File: config.mk
export PLATFORM = sky130hd
export DESIGN_NAME = branch_redirect_ctrl
export DESIGN_NICKNAME = d
export VERILOG_FILES = /design/src/rtl/branch_redirect_ctrl.sv
export SDC_FILE = /design/constraint.sdc
export NUM_CORES = 1
export LEC_CHECK = 0
export CORE_AREA = 8 8 122 124
export CTS_BUF_LIST = sky130_fd_sc_hd__clkbuf_16
export DETAILED_ROUTE_END_ITERATION = 10
export DIE_AREA = 0 0 130 132
export GPL_ROUTABILITY_DRIVEN = 0
export PLACE_DENSITY = 0.83
export SLEW_MARGIN = 5
export SYNTH_ARGS = -nofsm -noshare
export SYNTH_HDL_FRONTEND = slang
export SYNTH_SLANG_ARGS = --single-unit
File: constraint.sdc
create_clock -name clk -period 8 [get_ports clk]
set_clock_uncertainty 0.05 [all_clocks]
set_input_delay 0.8 -clock clk [delete_from_list [all_inputs] [get_ports clk]]
set_output_delay 0.8 -clock clk [all_outputs]
set_load 0.01 [all_outputs]
File: src/rtl/branch_redirect_ctrl.sv
// Branch resolution controller: 2-bit BHT prediction, mispredict detection,
// and PC redirect handshake followed by a timed pipeline flush.
module branch_redirect_ctrl #(
    parameter int XLEN         = 32,
    parameter int BHT_ENTRIES  = 16,
    parameter int FLUSH_CYCLES = 2
) (
    input  logic            clk,
    input  logic            rst_n,
    input  logic [XLEN-1:0] if_pc,
    output logic            if_pred_taken,
    input  logic            ex_valid,
    output logic            ex_ready,
    input  logic [2:0]      ex_br_type,
    input  logic            ex_br_taken,
    input  logic            ex_pred_taken,
    input  logic [XLEN-1:0] ex_pc,
    input  logic [XLEN-1:0] ex_target,
    output logic            redirect_valid,
    input  logic            redirect_ready,
    output logic [XLEN-1:0] redirect_pc,
    output logic            flush,
    output logic [15:0]     branch_cnt,
    output logic [15:0]     mispred_cnt
);
    localparam int IDX = $clog2(BHT_ENTRIES);
    localparam int CW  = (FLUSH_CYCLES > 1) ? $clog2(FLUSH_CYCLES) : 1;

    // Handshakes: a transfer happens on a rising edge where valid and ready are
    // both high; the valid side holds its payload stable until that edge.
    typedef enum logic [1:0] {IDLE, REDIRECT, FLUSH} state_t;

    state_t          state, state_nxt;
    logic [CW-1:0]   cnt, cnt_nxt;
    logic [1:0]      bht [BHT_ENTRIES];
    logic            accept, is_branch, is_cond, eff_taken, mispredict;
    logic [XLEN-1:0] corrected_pc;
    logic [IDX-1:0]  ex_idx;
    logic            unused_if_pc;

    assign if_pred_taken = bht[if_pc[IDX+1:2]][1];
    assign unused_if_pc  = ^{if_pc[XLEN-1:IDX+2], if_pc[1:0]};

    always_comb begin
        ex_idx       = ex_pc[IDX+1:2];
        accept       = ex_valid & ex_ready;
        is_branch    = (ex_br_type != 3'b000);
        is_cond      = is_branch & (ex_br_type != 3'b111);
        // Unconditional jumps always resolve taken, whatever the comparator says.
        eff_taken    = (ex_br_type == 3'b111) | ex_br_taken;
        mispredict   = accept & is_branch & (eff_taken != ex_pred_taken);
        corrected_pc = eff_taken ? ex_target : ex_pc + XLEN'(4);
    end

    always_comb begin
        state_nxt      = state;
        cnt_nxt        = cnt;
        ex_ready       = 1'b0;
        redirect_valid = 1'b0;
        flush          = 1'b0;
        case (state)
            IDLE: begin
                ex_ready = 1'b1;
                if (mispredict) state_nxt = REDIRECT;
            end
            REDIRECT: begin
                redirect_valid = 1'b1;
                flush          = 1'b1;
                if (redirect_ready) begin
                    state_nxt = FLUSH;
                    cnt_nxt   = CW'(FLUSH_CYCLES - 1);
                end
            end
            FLUSH: begin
                flush = 1'b1;
                if (cnt == '0) state_nxt = IDLE;
                else           cnt_nxt   = cnt - 1'b1;
            end
            default: state_nxt = IDLE;
        endcase
    end

    always_ff @(posedge clk or negedge rst_n) begin
        if (!rst_n) begin
            state <= IDLE;
            cnt   <= '0;
        end else begin
            state <= state_nxt;
            cnt   <= cnt_nxt;
        end
    end

    always_ff @(posedge clk or negedge rst_n) begin
        if (!rst_n) begin
            redirect_pc <= '0;
            branch_cnt  <= '0;
            mispred_cnt <= '0;
        end else if (accept && is_branch) begin
            if (branch_cnt != 16'hFFFF) branch_cnt <= branch_cnt + 16'd1;
            if (mispredict) begin
                redirect_pc <= corrected_pc;
                if (mispred_cnt != 16'hFFFF) mispred_cnt <= mispred_cnt + 16'd1;
            end
        end
    end

    // Weakly not-taken after reset so every lookup predicts not-taken.
    always_ff @(posedge clk or negedge rst_n) begin
        if (!rst_n) begin
            for (int i = 0; i < BHT_ENTRIES; i++) bht[i] <= 2'b01;
        end else if (accept && is_cond) begin
            if (ex_br_taken) begin
                if (bht[ex_idx] != 2'b11) bht[ex_idx] <= bht[ex_idx] + 2'b01;
            end else begin
                if (bht[ex_idx] != 2'b00) bht[ex_idx] <= bht[ex_idx] - 2'b01;
            end
        end
    end
endmodule

==> out/results.txt <==
Rel. slew slack - 0.266
Synth async-reset ratio - 1.00
crit share post-route - 0.588
Psw - 0.000700 W
CTS buffer count - 9
DRC - 0
Max clock buf depth - 2
post-DP HPWL - 12400 um
Clk pwr share - 0.191
via count - 4802
syn nets - 652
CP dominant cell by count - mux2_2
setup repair after global routing missed its margin - false
area grow syn2layout - 33.3%
Finished Cell Area - 7540 um^2
pin count of the biggest net entering global routing - 63
Net Sw Frac - 0.337
Synth Flop Type - dfrtp_1
Syn Std Cell Area - 5660 um^2
Mapped Cells - 535
Max Cap Viol - 0
Fin. Hold Viols - 0
Post-synth EDFFs - 0
Yosys reg bits - 99
Max IR drop VDD - 0.000133 V
Die H - 132 um
sequential power share - 0.408
Slowest-stage cell, CP - clkdlybuf4s50_1
Worst Path Required - 8.18 ns
Root Driver - clkbuf_16
Critical Path, Cell by Cell - clkdlybuf4s50_1, mux2_2, o21ai_0, mux2_2, o21ai_0, ha_1, mux2_2, a311oi_2, nand2_1, nor3_2, mux2_2
most common cell after layout, fill and taps aside - clkdlybuf4s50_1
synth warn - 0
Avg WL per Cell - 18.9 um
post-synth top area share - 0.367
Setup CP Type - input pin to flip-flop
Netlist cell types - 51
Via density - 5.61
initial antenna violation count - 0
nets - 792
Clock Latency Late Sink - 0.35 ns
postcts setup bufs - 0
# diodes - 0
first-pass GRT wire length - 26300 um
CTS resizes - 0
worst r2r path cells - 10
H-tree depth - 3
crit path launch type - input pin
Synth area leaders - dfrtp_1, mux2_2, dfstp_2
Global Route Usage Sum - 0.193
Setup WS post-layout - 3.29 ns
Final Setup Violations - 0
Iter 0 DRT Violations - 345
sequential fraction of the synthesis area - 0.442
fmax - 213 MHz
WL final - 16200 um
Ports - 173
clock sinks - 99
grt ovf - 0
hold_buf cts - 0
placed cell area - 7280 um^2
Worst-path clk slew - 0.07 ns
TritonCTS clock tree - built
Pint - 0.00138 W
most frequent cells in the layout - clkdlybuf4s50_1, dfrtp_1, nor2_1
CP Capture Type - flip-flop
chip width - 130 um
DP Worst Slack - 2.95 ns
port bufs - 144
crit-path max FO - 18
Setup TNS - 0 ns
CP arrival - 4.89 ns
Logic pwr share - 0.402
core area - 13000 um^2
Pwr Density - 275 nW/um^2
fin. max-slew vios - 0
P_leak - 3.01 nW
dominant cell type by area after synthesis - dfrtp_1
post-layout min period - 4.71 ns
row count - 42
drt first pass iters - 4
layout cells sized above 1 - 0.149
Tightest Pin Transition - 1.09 ns
die area - 17200 um^2
Post-Syn Area per Cell - 10.6 um^2
Initial Utilization - 0.436
CP peak stage delay - 1.06 ns
number of global-route vias before repair - 5071
status - completed
Final ANT Viol Nets - 0
Hold WC Path Type - input pin to asynchronous set/reset pin
[cells in the mapped netlist (12+ instances only)]
library cell  instances
mux2i_1              12
mux2_2               40
nand3_1              26
xor2_1               13
xnor2_1              38
o21ai_0              23
a21oi_1              12
nor2_1               53
ha_1                 12
a22oi_1              14
dfrtp_1              83
a221o_1              12
nand4_1              18
and3_1               12
nand2_1              49
dfstp_2              16
[power groups by stage]
stage          Clock (W)  Combinational [W]  Sequential [W]
6_report        0.000396           0.000834        0.000847
2_1_floorplan          0           0.000400        0.000866
3_3_place_gp           0           0.000811        0.000838
4_1_cts         0.000404           0.000844        0.000847
3_5_place_dp           0           0.000840        0.000853
5_1_grt         0.000426           0.000905        0.000870
[worst max-delay path: cells and delay by family]
family / cells / cell delay [ns]
simple gates: 2 / 0.53
fa+ha+maj: 1 / 0.23
compound gates: 3 / 0.93
buf+inv: 1 / 1.06
mux: 4 / 1.34
[metal layers]
| metal | global-route usage | vias up | part of all wire |
|---|---|---|---|
| li1 | - | 2251 | - |
| met1 | 0.229 | 2379 | 0.41 |
| met2 | 0.326 | 144 | 0.51 |
| met3 | 0.0421 | 28 | 0.055 |
| met4 | 0.0820 | 0 | 0.022 |
| met5 | 0 | - | 0 |
[per-stage QoR]
step           total power [W]  std cells  utilization  hold slack, ns
2_1_floorplan          0.00127        535            -           0.399
3_3_place_gp           0.00165        840        0.561           0.411
3_5_place_dp           0.00169        840        0.561           0.423
4_1_cts                0.00209        856        0.581           0.370
5_1_grt                0.00220        856        0.581           0.387
6_report               0.00208        856        0.581           0.364
[area by class of cell]
| cell class | count | area, um^2 |
|---|---|---|
| flip-flops and latches | 99 | 2500 |
| inverters | 11 | 41.3 |
| repair buffers | 147 | 1460 |
| clock buffers | 9 | 225 |
| fillers | 1133 | 5440 |
| multi-input cells | 407 | 3060 |
| clock inverters | 7 | 36.3 |
| well taps | 176 | 220 |
[worst paths after layout]
| check | startpoint | end | slack, ns |
|---|---|---|---|
| hold reg to reg | redirect_pc[10] | redirect_pc[10] | 0.44 |
| setup reg to reg | flip-flop | bht[27] | 4.62 |
| min in group clk | redirect_pc[10] | redirect_pc[10] | 0.44 |
| setup / recovery | ex_pc[3] | bht[27] | 3.29 |
| max in group asynchronous | rst_n | redirect_pc[4] | 6.38 |
| hold / removal | rst_n | branch_cnt[13] | 0.36 |
[cells by family after synthesis]
| logic type | Yosys count | share of synthesized area |
|---|---|---|
| AO/OA/AOI/OAI | 88 | 0.116 |
| XOR/XNOR | 51 | 0.0790 |
| adder cells (fa/ha/maj) | 12 | 0.0265 |
| buffers and inverters | 29 | 0.0201 |
| flip-flops | 99 | 0.442 |
| multiplexers | 62 | 0.141 |
| AND/OR/NAND/NOR | 194 | 0.176 |
No activity file was read; power rests on OpenSTA's default activity.
